<file path="src/rtl/mbldcm_pkg.sv">
// Shared types for the BLDC dead-time generator: per-channel FSM encoding and a
// constant clog2 helper used to size the state register.
package mbldcm_pkg;

    function automatic int mbldcm_clog2(input int value);
        int result;
        int v;
        result = 0;
        v = value - 1;
        while (v > 0) begin
            result = result + 1;
            v = v >> 1;
        end
        return result;
    endfunction

    localparam int STATE_W = mbldcm_clog2(5);

    typedef enum logic [STATE_W-1:0] {
        ST_OFF    = 3'd0,
        ST_DEAD_H = 3'd1,
        ST_HIGH   = 3'd2,
        ST_DEAD_L = 3'd3,
        ST_LOW    = 3'd4
    } dt_state_e;

endpackage

</file>
<file path="src/rtl/mbldcm_dead_time_ch.sv">
// One half-bridge leg: request decode, dead-time down-counter and registered
// complementary gate enables, with a force-off input from the fault latch.
//
// state   | meaning
// OFF     | both switches off, no request
// DEAD_H  | counting dead interval before turning high side on
// HIGH    | high-side gate enabled
// DEAD_L  | counting dead interval before turning low side on
// LOW     | low-side gate enabled
module mbldcm_dead_time_ch
    import mbldcm_pkg::*;
#(
    parameter int pWidthDelay = 8
) (
    input  logic                   iClock,
    input  logic                   iReset_n,
    input  logic                   iForceOff,
    input  logic [pWidthDelay-1:0] iDeadTime,
    input  logic                   iActive,
    input  logic                   iPhase,
    output logic                   oHigh,
    output logic                   oLow
);

    dt_state_e              state_q, state_d;
    logic [pWidthDelay-1:0] cnt_q, cnt_d;
    logic                   high_q, high_d;
    logic                   low_q, low_d;
    logic                   req_h, req_l;

    assign req_h = iActive & iPhase;
    assign req_l = iActive & ~iPhase;

    always_comb begin
        state_d = state_q;
        cnt_d   = cnt_q;
        if (iForceOff) begin
            state_d = ST_OFF;
            cnt_d   = '0;
        end else begin
            case (state_q)
                ST_OFF: begin
                    if (req_h) begin
                        state_d = ST_DEAD_H;
                        cnt_d   = iDeadTime;
                    end else if (req_l) begin
                        state_d = ST_DEAD_L;
                        cnt_d   = iDeadTime;
                    end
                end
                ST_DEAD_H: begin
                    // A withdrawn or swapped request beats expiry on the same edge.
                    if (!iActive) begin
                        state_d = ST_OFF;
                    end else if (req_l) begin
                        state_d = ST_DEAD_L;
                        cnt_d   = iDeadTime;
                    end else if (cnt_q == '0) begin
                        state_d = ST_HIGH;
                    end else begin
                        cnt_d = cnt_q - 1'b1;
                    end
                end
                ST_DEAD_L: begin
                    if (!iActive) begin
                        state_d = ST_OFF;
                    end else if (req_h) begin
                        state_d = ST_DEAD_H;
                        cnt_d   = iDeadTime;
                    end else if (cnt_q == '0) begin
                        state_d = ST_LOW;
                    end else begin
                        cnt_d = cnt_q - 1'b1;
                    end
                end
                ST_HIGH: begin
                    if (req_l) begin
                        state_d = ST_DEAD_L;
                        cnt_d   = iDeadTime;
                    end else if (!iActive) begin
                        state_d = ST_OFF;
                    end
                end
                ST_LOW: begin
                    if (req_h) begin
                        state_d = ST_DEAD_H;
                        cnt_d   = iDeadTime;
                    end else if (!iActive) begin
                        state_d = ST_OFF;
                    end
                end
                default: begin
                    state_d = ST_OFF;
                    cnt_d   = '0;
                end
            endcase
        end
        high_d = (state_d == ST_HIGH);
        low_d  = (state_d == ST_LOW);
    end

    always_ff @(posedge iClock or negedge iReset_n) begin
        if (!iReset_n) begin
            state_q <= ST_OFF;
            cnt_q   <= '0;
            high_q  <= 1'b0;
            low_q   <= 1'b0;
        end else begin
            state_q <= state_d;
            cnt_q   <= cnt_d;
            high_q  <= high_d;
            low_q   <= low_d;
        end
    end

    assign oHigh = high_q;
    assign oLow  = low_q;

endmodule

</file>
<file path="src/rtl/mbldcm_dead_time.sv">
// Multi-channel BLDC dead-time generator. Optional fault latch with input
// synchroniser is built only when MBLDCM_DEAD_TIME_FAULT_EN is defined.
module mbldcm_dead_time
    import mbldcm_pkg::*;
#(
    parameter int pNumChannels = 3,
    parameter int pWidthDelay  = 8
) (
    input  logic                    iClock,
    input  logic                    iReset_n,
    input  logic [pWidthDelay-1:0]  iDeadTime,
    input  logic [pNumChannels-1:0] iActive,
    input  logic [pNumChannels-1:0] iPhase,
    input  logic                    iFault_n,
    input  logic                    iFaultClear,
    output logic [pNumChannels-1:0] oHigh,
    output logic [pNumChannels-1:0] oLow,
    output logic                    oFault
);

    logic force_off;

`ifdef MBLDCM_DEAD_TIME_FAULT_EN
    logic sync1_q, sync1_d;
    logic sync2_q, sync2_d;
    logic fault_q, fault_d;

    // A synchronised fault outranks a clear arriving on the same edge.
    always_comb begin
        sync1_d = iFault_n;
        sync2_d = sync1_q;
        fault_d = !sync2_q ? 1'b1 : (fault_q & ~iFaultClear);
    end

    always_ff @(posedge iClock or negedge iReset_n) begin
        if (!iReset_n) begin
            sync1_q <= 1'b1;
            sync2_q <= 1'b1;
            fault_q <= 1'b0;
        end else begin
            sync1_q <= sync1_d;
            sync2_q <= sync2_d;
            fault_q <= fault_d;
        end
    end

    // Gates drop on the same edge the latch sets, not one cycle later.
    assign force_off = fault_d;
    assign oFault    = fault_q;
`else
    logic unused_fault_in;
    assign unused_fault_in = iFault_n ^ iFaultClear;
    assign force_off       = 1'b0;
    assign oFault          = 1'b0;
`endif

    for (genvar g = 0; g < pNumChannels; g++) begin : g_ch
        mbldcm_dead_time_ch #(
            .pWidthDelay(pWidthDelay)
        ) u_ch (
            .iClock   (iClock),
            .iReset_n (iReset_n),
            .iForceOff(force_off),
            .iDeadTime(iDeadTime),
            .iActive  (iActive[g]),
            .iPhase   (iPhase[g]),
            .oHigh    (oHigh[g]),
            .oLow     (oLow[g])
        );
    end

endmodule

</file>
<file path="config.mk">
export PLATFORM = sky130hd
export DESIGN_NAME = mbldcm_dead_time
export DESIGN_NICKNAME = d
export VERILOG_FILES = /design/src/rtl/mbldcm_pkg.sv /design/src/rtl/mbldcm_dead_time_ch.sv /design/src/rtl/mbldcm_dead_time.sv
export SDC_FILE = /design/constraint.sdc
export NUM_CORES = 1
export LEC_CHECK = 0
export ABC_AREA = 1
export CAP_MARGIN = 20
export CORE_AREA = 2 2 129 68
export DETAILED_ROUTE_END_ITERATION = 8
export DIE_AREA = 0 0 131 70
export GPL_TIMING_DRIVEN = 1
export SETUP_SLACK_MARGIN = 0.15
export SYNTH_ARGS = -nofsm -noshare
export SYNTH_HDL_FRONTEND = slang
export SYNTH_SLANG_ARGS = --single-unit
</file>
<file path="constraint.sdc">
create_clock -name iClock -period 1.79 [get_ports iClock]
set_input_delay 0.358 -clock iClock [delete_from_list [all_inputs] [get_ports iClock]]
set_output_delay 0.358 -clock iClock [all_outputs]
set_load 0.03 [all_outputs]
</file>
==> key figures, run 1 <==
Status
  • Outcome: completed

Critical path
  • CP dominant cell by count: nand2_1
  • Setup Crit Path Kind: reg -> reg
  • CP startpoint: g_ch[1].u_ch.cnt_q[1]$_DFFE_PN0P_
  • CP cell instances: inv_1 > ha_1 > nand2_1 > nor2_4 > nor2_1 > o21ai_2 > nand3_1 > nand2_1 > nand2_1
  • CP peak stage delay: 400 ps
  • Crit Path Max Fanout: 5
  • Slowest cell on crit path: dfrtp_1
  • Critical path required time: 1970 ps
  • Crit. End Element: flip-flop
  • RR Startpoint: g_ch[1].u_ch.cnt_q[1]$_DFFE_PN0P_
  • Worst Setup Start Kind: flip-flop
  • Crit path DAT: between 1500 and 2000 ps

Route
  • DR iter-0 viols: 363
  • Drt total wl: 10,900 microns
  • Number of remaining DRC errors: 0
  • Via count: 4,034
  • Drt wl/cell: 14.3 microns
  • Vias per cell: 5.30
  • First drt pass iteration count: 5
  • Remaining antenna violation count after routing: 0

Placement
  • Inst Count DP: ~750
  • HPWL after detailed placement: 8260 microns
  • Post-DP Area: approximately 4200 sq um
  • PortBufs: 21
  • Gp weighted congestion: 0.887

Synth
  • Yosys top cell by area: dfrtp_1
  • Synthesized flop and latch total: 39
  • Post-synth top area share: 26.8%
  • Post-Syn Nets: roughly 620
  • Sequential-to-total area share from yosys stat: 26.8%
  • Syn_area_per_cell: 6.14 sq um
  • Unique cell type count in the Yosys netlist: 38
  • Post-synth EDFFs: 0
  • Top_reg_cell synth: dfrtp_1
  • Post-Syn Area: around 3600 sq um
  • Synthesized instance count: 594
  • Ys Warns: 0
  • Synth top area cells: dfrtp_1, nand2_1, o211ai_1
  • Share of synthesized flip-flops with an asynchronous set or reset: 100%

Finish
  • Share of layout cells above drive strength 1: 18.0%
  • Area Growth Syn to Fin: 24.8%
  • Most frequent cells in the layout: nand2_1, inv_1, nor2_1
  • Finished layout cell area: around 4600 sq um
  • FILL cells: 785
  • Multi-input gate area: 2390 sq um
  • Sequential cell area: 983 sq um
  • Nets: 667
  • Layout Cells excl Fill: 761
  • Antenna cell count: 0
  • Final Core Density: 55.1%
  • Commonest non-fill, non-tap cell in the layout: nand2_1

Pwr
  • Power Total: 0.00602 W
  • Pleak: 2.44 nW
  • Maximum vdd drop: 0.690 mV
  • PwrDens: 1320 nW/um^2

Floorplan
  • Num rows: 24
  • Die Height: 70 microns
  • Starting Density: 44.2%
  • Full die area: ~9200 sq um
  • Chip width: 131 microns
  • I/O pins: 25
  • Core ar.: between 8000 and 9000 sq um

Timing
  • Final min period: 1570 ps
  • RSZ-0062 raised after global routing: yes
  • Setup violations, final: 0
  • Clock Skew: about 3.7 ps
  • Max Freq: about 0.64 GHz
  • Slew Viols, Final: 0
  • Fin crit share: 87.5%
  • Hold Vio Cnt, Final: 0
  • Setup TNS Final: 0 ps

CTS
  • H-tree depth: 2
  • CTS Root Cell: clkbuf_16
  • CTS clk-pin slew, worst paths: about 60 ps
  • Max Root-Sink Buffers: 2
  • CTS tree: yes
  • Clk_lat worst skew: 290 ps
  • Sink Count: 39
  • CTS Buf Count: 5

Worst hold path
  • Min-delay worst type: in -> async

Global routing
  • Largest net degree at the start of global routing: 40
  • Busiest metal layer after global routing: met1
  • Initial antenna violation count: 0
  • Met2 Track Usage GR: roughly 34%
  • Total gr overflow: 0
  • Total track usage: 24.9%
  • First-pass GRT wire length: 17,800 microns
  • Routing usage on met3: 4.21%
  • Met1 GRT Util: 40.1%
  • Number of global-route vias before repair: 3,552

Job
  • Maxcap violations: 0
==> worst max-delay path, delay by kind of cell, from the launching register on <==
kind,cells,cell delay [ps]
AO/OA/AOI/OAI,1,170
adder cells (fa/ha/maj),1,170
buffers and inverters,1,120
flip-flops,1,400
AND/OR/NAND/NOR,6,610
==> synthesized netlist by cell type, types with 7 or more instances <==
cell type / count
dfrtp_1: 39
nand2_1: 247
a21oi_1: 14
o21ai_0: 21
nand4_1: 9
nor2_1: 45
buf_2: 8
nand3b_1: 11
xor2_1: 7
inv_1: 56
inv_2: 10
nand3_1: 39
o211ai_1: 32
buf_4: 9
==> what timing repair did <==
item | in CTS | in global routing
setup buffers | 0 | 8
setup endpoints to repair | 9 | 32
pin swaps | 0 | 4
hold buffers | 0 | 0
hold endpoints to repair | 0 | 0
resized for setup | 7 | 43
==> through the flow <==
step,hold slack (ps),setup WS [ps]
6_report,41.6,224
5_1_grt,55.0,124
4_1_cts,44.6,150
3_5_place_dp,353,-163
3_3_place_gp,355,-127
2_1_floorplan,62.4,382
==> cell families after synthesis <==
logic type               after synthesis  share of synthesized area (%)
AO/OA/AOI/OAI                         82                           14.8
other                                  1                          0.103
buffers and inverters                 88                           10.5
AND/OR/NAND/NOR                      371                           44.2
flip-flops                            39                           26.8
adder cells (fa/ha/maj)                6                           2.06
XOR/XNOR                               7                           1.68
==> cell type report <==
cell class | count | area share (%)
well taps | 117 | 3.22
clock inverters | 2 | 0.770
flip-flops and latches | 39 | 21.6
repair buffers | 63 | 13.2
inverters | 67 | 5.64
multi-input cells | 467 | 52.5
clock buffers | 6 | 3.05
==> routing by layer <==
layer	share of wire [%]	up-vias
li1	-	2012
met1	52	1858
met2	40	155
met3	6.9	9
met4	0.91	0
met5	0	-
==> where the power goes <==
group	switching [W]	internal (W)
registers	0.000411	0.00120
clock network	0.000387	0.000694
logic	0.00206	0.00126
==> worst paths after layout <==
path	to	slack, ps	depth (start not counted)
min in group iClock	g_ch[2].u_ch.cnt_q[1]$_DFFE_PN0P_	500	2
worst min-delay path	g_ch[1].u_ch.oLow$_DFF_PN0_	40	2
worst min register to register	g_ch[2].u_ch.cnt_q[1]$_DFFE_PN0P_	500	2
max in group asynchronous	g_ch[0].u_ch.state_q[2]$_DFF_PN0_	1530	2
worst max-delay path	g_ch[1].u_ch.cnt_q[0]$_DFFE_PN0P_	220	9
worst max register to register	g_ch[1].u_ch.cnt_q[0]$_DFFE_PN0P_	220	9
==> flip-flops by register name, summed over array words and instances (netlist names) <==
register	flops
g_ch.u_ch.state_q	9
g_ch.u_ch.cnt_q	24
g_ch.u_ch.oLow	3
g_ch.u_ch.oHigh	3
Note: power is estimated with default switching activity, not from simulation.
==> inputs of run 2 (changes only) <==
--- a/config.mk
+++ b/config.mk
@@ -11,6 +11,7 @@
 export DETAILED_ROUTE_END_ITERATION = 8
 export DIE_AREA = 0 0 131 70
 export GPL_TIMING_DRIVEN = 1
+export PLACE_DENSITY = 0.67
 export SETUP_SLACK_MARGIN = 0.15
 export SYNTH_ARGS = -nofsm -noshare
 export SYNTH_HDL_FRONTEND = slang
==> constraint.sdc (replaced) <==
create_clock -name iClock -period 1.3 [get_ports iClock]
set_input_delay 0.26 -clock iClock [delete_from_list [all_inputs] [get_ports iClock]]
set_output_delay 0.26 -clock iClock [all_outputs]
set_load 0.03 [all_outputs]
==> key figures, run 2 (same netlist as run 1, synthesis figures left out) <==
Status
  • Outcome: finished with violations
  • Failing checks: negative setup slack

Global routing
  • Met1 GRT Util: 44.6% (+4.5 points)
  • Busiest metal layer after global routing: met1
  • Largest net degree at the start of global routing: 21 (-48%)
  • First-pass GRT wire length: 20,600 microns (+16%)
  • Met2 Track Usage GR: 41.3% (+7.0 points)
  • Total gr overflow: 0 (unchanged)
  • Number of global-route vias before repair: 4,164 (+17%)
  • Initial antenna violation count: 0 (unchanged)
  • Total track usage: 28.7% (+3.8 points)
  • Routing usage on met3: 5.59% (+1.4 points)

Timing
  • Clock Skew: 4.41 ps (+0.727 ps)
  • Final hold slack: 396 ps (+354 ps)
  • Fin crit share: 119% (+31 points)
  • RSZ-0062 raised after global routing: yes
  • Final Worst Setup Slack: -241 ps (-465 ps)
  • Final min period: 1540 ps (-25.3 ps)
  • Hold Vio Cnt, Final: 0 (unchanged)
  • Setup violations, final: 37 (+37)
  • Max Freq: 0.649 GHz (+1.6%)
  • Slew Viols, Final: 0 (unchanged)

CTS
  • CTS Root Cell: clkbuf_16
  • Sink Count: 39 (unchanged)
  • Max Root-Sink Buffers: 2 (unchanged)
  • CTS clk-pin slew, worst paths: 60 ps (about the same)
  • CTS tree: yes
  • CTS Buf Count: 5 (unchanged)
  • Clk_lat worst skew: 290 ps (about the same)
  • H-tree depth: 2 (unchanged)

Route
  • Via count: 4,655 (+15%)
  • Drt total wl: 13,600 microns (+25%)
  • Drt wl/cell: 15.9 microns (+11%)
  • Vias per cell: 5.44 (+2.6%)
  • DR iter-0 viols: 527 (+45%)
  • Remaining antenna violation count after routing: 0 (unchanged)
  • Number of remaining DRC errors: 0 (unchanged)
  • First drt pass iteration count: 7 (+2)

Finish
  • Final Core Density: 69.7% (+15 points)
  • Nets: 762 (+14%)
  • Finished layout cell area: 5750 sq um (+26%)
  • Share of layout cells above drive strength 1: 41.0% (+23 points)
  • Antenna cell count: 0 (unchanged)
  • FILL cells: 666 (-15%)
  • Largest register FFs: 24 (unchanged)
  • Area Growth Syn to Fin: 57.7%
  • Largest Register: g_ch.u_ch.cnt_q
  • Largest registers: g_ch.u_ch.cnt_q x24, g_ch.u_ch.state_q x9
  • Most frequent cells in the layout: nand2_1, buf_4, inv_1
  • Commonest non-fill, non-tap cell in the layout: nand2_1

Placement
  • HPWL after detailed placement: 9380 microns (+13%)
  • Post-DP Area: 4840 sq um (+16%)
  • PortBufs: 21 (unchanged)
  • Gp weighted congestion: 1.01 (+14%)

Critical path
  • Slowest cell on crit path: dfrtp_2
  • Critical path required time: 1520 ps (-450 ps)
  • R2R cell count: 9 (unchanged)
  • Crit Path Max Fanout: 7 (+2)
  • CP dominant cell by count: nand2_1
  • Crit path DAT: 1760 ps (about the same)
  • Setup Crit Path Kind: reg -> reg
  • CP peak stage delay: 510 ps (+110 ps)
  • Crit. End Element: flip-flop
  • Worst Setup Start Kind: flip-flop
  • CP cell instances: buf_6 > nor3_4 > buf_4 > nand2_1 > o31ai_1 > inv_1 > nand3_1 > nand2_1 > nand2_1

Job
  • Maxcap violations: 0 (unchanged)

Pwr
  • PwrDens: 1950 nW/um^2 (+47%)
  • Power Total: 0.0112 W (+86%)
  • Maximum vdd drop: 1.24 mV (+80%)
  • Pleak: 2.93 nW (+20%)

Floorplan
  • Num rows: 24 (unchanged)
  • Core ar.: 8260 sq um (unchanged)
  • Die Height: 70 microns (unchanged)
  • I/O pins: 25 (unchanged)
  • Starting Density: 44.2% (unchanged)
  • Full die area: 9170 sq um (unchanged)
  • Chip width: 131 microns (unchanged)

Worst hold path
  • Min-delay worst type: in -> async
run 2: repair_timing:
item	4_1_cts	5_1_grt
buffers inserted	13	21
endpoints found under the hold margin	10	0
pin swaps	38	53
gates cloned	0	0
hold buffers	1	0
gates resized for setup	116	54
endpoints found under the setup margin	43	39
run 2: final timing paths:
path                                                    from                                 to  slack, ps
min in group iClock        g_ch[2].u_ch.cnt_q[1]$_DFFE_PN0P_  g_ch[2].u_ch.cnt_q[1]$_DFFE_PN0P_        510
max in group asynchronous                           iReset_n  g_ch[1].u_ch.cnt_q[5]$_DFFE_PN0P_        420
max                        g_ch[0].u_ch.state_q[1]$_DFF_PN0_  g_ch[0].u_ch.cnt_q[6]$_DFFE_PN0P_       -240
min reg2reg                g_ch[2].u_ch.cnt_q[1]$_DFFE_PN0P_  g_ch[2].u_ch.cnt_q[1]$_DFFE_PN0P_        510
min                                                 iReset_n  g_ch[1].u_ch.cnt_q[1]$_DFFE_PN0P_        400
max reg2reg                g_ch[0].u_ch.state_q[1]$_DFF_PN0_  g_ch[0].u_ch.cnt_q[6]$_DFFE_PN0P_       -240
run 2: stage by stage:
| stage | setup TNS (ps) | std cells | setup slack (ps) |
|---|---|---|---|
| 6_report | -4880 | 856 | -241 |
| 5_1_grt | -8320 | 856 | -296 |
| 4_1_cts | -2980 | 835 | -150 |
| 3_5_place_dp | -15420 | 813 | -538 |
| 3_3_place_gp | -14110 | 813 | -528 |
| 2_1_floorplan | 0 | 594 | 45.1 |
run 2: routing by layer:
layer | up-vias | wire length (microns) | part of all wire [%]
li1 | 2206 | - | -
met1 | 2134 | 6300 | 46
met2 | 276 | 5770 | 42
met3 | 39 | 1310 | 9.6
met5 | - | 0 | 0
met4 | 0 | 258 | 1.9
run 2: final cells by class:
cell class              count  area, sq um  area share, %
multi-input cells         467         2810           48.9
repair buffers            158         1350           23.5
flip-flops and latches     39          991           17.2
inverters                  67          274           4.76
well taps                 117          146           2.55
clock buffers               6          139           2.41
clock inverters             2         35.0          0.609
run 2: report_power, final:
group / switching (W) / internal, W
clock network: 0.000535 / 0.000956
registers: 0.000493 / 0.00166
logic: 0.00416 / 0.00339
total: 0.00518 / 0.00601
run 2: worst max-delay path, delay by kind of cell (launching register included):
kind,cells,cell delay (ps)
buf+inv,3,430
simple gates,5,430
compound gates,1,100
flops,1,510
==> variant, RTL diff (settings of run 2) <==
`pWidthDelay` is set to 8 in 2 places; all go to 6.
--- a/src/rtl/mbldcm_dead_time_ch.sv
+++ b/src/rtl/mbldcm_dead_time_ch.sv
@@ -10,7 +10,7 @@
 module mbldcm_dead_time_ch
     import mbldcm_pkg::*;
 #(
-    parameter int pWidthDelay = 8
+    parameter int pWidthDelay = 6
 ) (
     input  logic                   iClock,
     input  logic                   iReset_n,
--- a/src/rtl/mbldcm_dead_time.sv
+++ b/src/rtl/mbldcm_dead_time.sv
@@ -4,7 +4,7 @@
     import mbldcm_pkg::*;
 #(
     parameter int pNumChannels = 3,
-    parameter int pWidthDelay  = 8
+    parameter int pWidthDelay  = 6
 ) (
     input  logic                    iClock,
     input  logic                    iReset_n,
Interface: changed (resized iDeadTime); port bits go from 25 to 23. The function was not compared with the original's and may differ.
==> variant against run 2 <==
The run still ends with setup timing left; total power shrank 15%; synthesized area fell by 15%; count of clock-buffer cells in the layout stayed put; routed wire length shrank 17%; final area shrank 11%; die area unchanged; final cell count fell by 11%; clock power fell by 19%; worst setup slack better by 0.061 ns; sequential cell count decreased by 6; clock skew up 0.0015 ns; highest routed layer unchanged.
==> variant: results (changes against run 2) <==
outcome complete, but fails checks (unchanged); violated checks setup timing (unchanged); largest net degree at the start of global routing 34 (was 21); sequential cell area fraction in the yosys report 0.266 (was 0.268); fillcell total 723 (was 666); Clock Power 0.00121 W (was 0.00149 W); met1 Resource Use GR 0.374 (was 0.446); largest cells by area after synthesis dfrtp_1 27%, nand2_1 24%, nand3_1 8.2%, inv_1 6.5%, nor2_1 4.2% (was dfrtp_1 27%, nand2_1 25%, o211ai_1 6.6%, inv_1 5.8%, nand3_1 5.4%); setup slack after layout -0.180 ns (was -0.241 ns); routed metal-1 wirelength 5.25 mm (was 6.30 mm); Top Registers g_ch.u_ch.cnt_q x18, g_ch.u_ch.state_q x9 (was g_ch.u_ch.cnt_q x24, g_ch.u_ch.state_q x9); Cell Area, Placed 4220 um^2 (was 4840 um^2); Mapped Nets 529 (was 618); Tot GR Track Use 0.248 (was 0.287); Net Sw Power 0.00446 W (was 0.00518 W); first-pass GRT wire length 17.8 mm (was 20.6 mm); Synth top cells by count 200 x nand2_1, 54 x inv_1, 51 x nand3_1 (was 247 x nand2_1, 56 x inv_1, 45 x nor2_1); WL per Instance 14.8 um (was 15.9 um); Critical Path Fanout Max 3 (was 7); routed via count 3976 (was 4655); post-synthesis cell type count 31 (was 38); Post-CTS Setup Bufs 21 (was 13); Detailed Routing Iterations Pass 1 6 (was 7); GR Layer Usage met2 0.366 (was 0.413); PwrDens 1860 nW/um^2 (was 1950 nW/um^2); WL met3 964 um (was 1.31 mm); Post-Synth XOR/XNOR Area 0.0197 (was 0.0168); layout cells sized above 1 0.460 (was 0.410); worst-case vdd ir drop 742 uV (was 1240 uV); Adder-Cell Fraction of Synth Area 0.0242 (was 0.0206); # resized after CTS 129 (was 116); # setup viols final 28 (was 37); dpl hpwl 7.76 mm (was 9.38 mm); GR Util met3 0.0421 (was 0.0559); post-synthesis compound-gate area fraction 0.0974 (was 0.148); I/O Buffers 19 (was 21); Pleak 2.67 nW (was 2.93 nW); vias in the first global route 3692 (was 4164)
## variant: worst max-delay path: stages, from the launching register on
cell      delay, ns
dfrtp_1        0.38
inv_2          0.08
ha_4           0.14
nand2_2        0.06
nor2_4         0.14
nand2_2        0.08
inv_2          0.06
nand2_2        0.08
buf_4          0.15
a211oi_2       0.21
## variant: path summary, 6_finish.rpt
kind                                                         from                                 to  slack [ns]  cells after the start
worst max-delay path            g_ch[1].u_ch.cnt_q[1]$_DFFE_PN0P_  g_ch[1].u_ch.state_q[2]$_DFF_PN0_       -0.18                      9
min in group iClock                                     iPhase[0]  g_ch[0].u_ch.state_q[1]$_DFF_PN0_        0.60                      5
max in group asynchronous                                iReset_n  g_ch[1].u_ch.state_q[0]$_DFF_PN0_        0.64                      3
worst min-delay path                                     iReset_n  g_ch[2].u_ch.state_q[0]$_DFF_PN0_        0.45                      3
worst max register to register  g_ch[1].u_ch.cnt_q[1]$_DFFE_PN0P_  g_ch[1].u_ch.state_q[2]$_DFF_PN0_       -0.18                      9
worst min register to register  g_ch[1].u_ch.cnt_q[5]$_DFFE_PN0P_  g_ch[1].u_ch.cnt_q[5]$_DFFE_PN0P_        0.60                      3
## variant: cell type report
class,instances,area [um^2],share of cell area
multi-input cells,395,2500,0.489
repair buffers,148,1250,0.244
flip-flops and latches,33,835,0.163
inverters,61,246,0.0482
well taps,117,146,0.0286
clock buffers,6,129,0.0252
clock inverters,2,10.0,0.00196
## variant: stage by stage
step	cells	setup TNS, ns
6_report	762	-2.47
2_1_floorplan	507	0
4_1_cts	754	-1.50
3_5_place_dp	723	-13.57
5_1_grt	762	-4.61
3_3_place_gp	723	-12.30
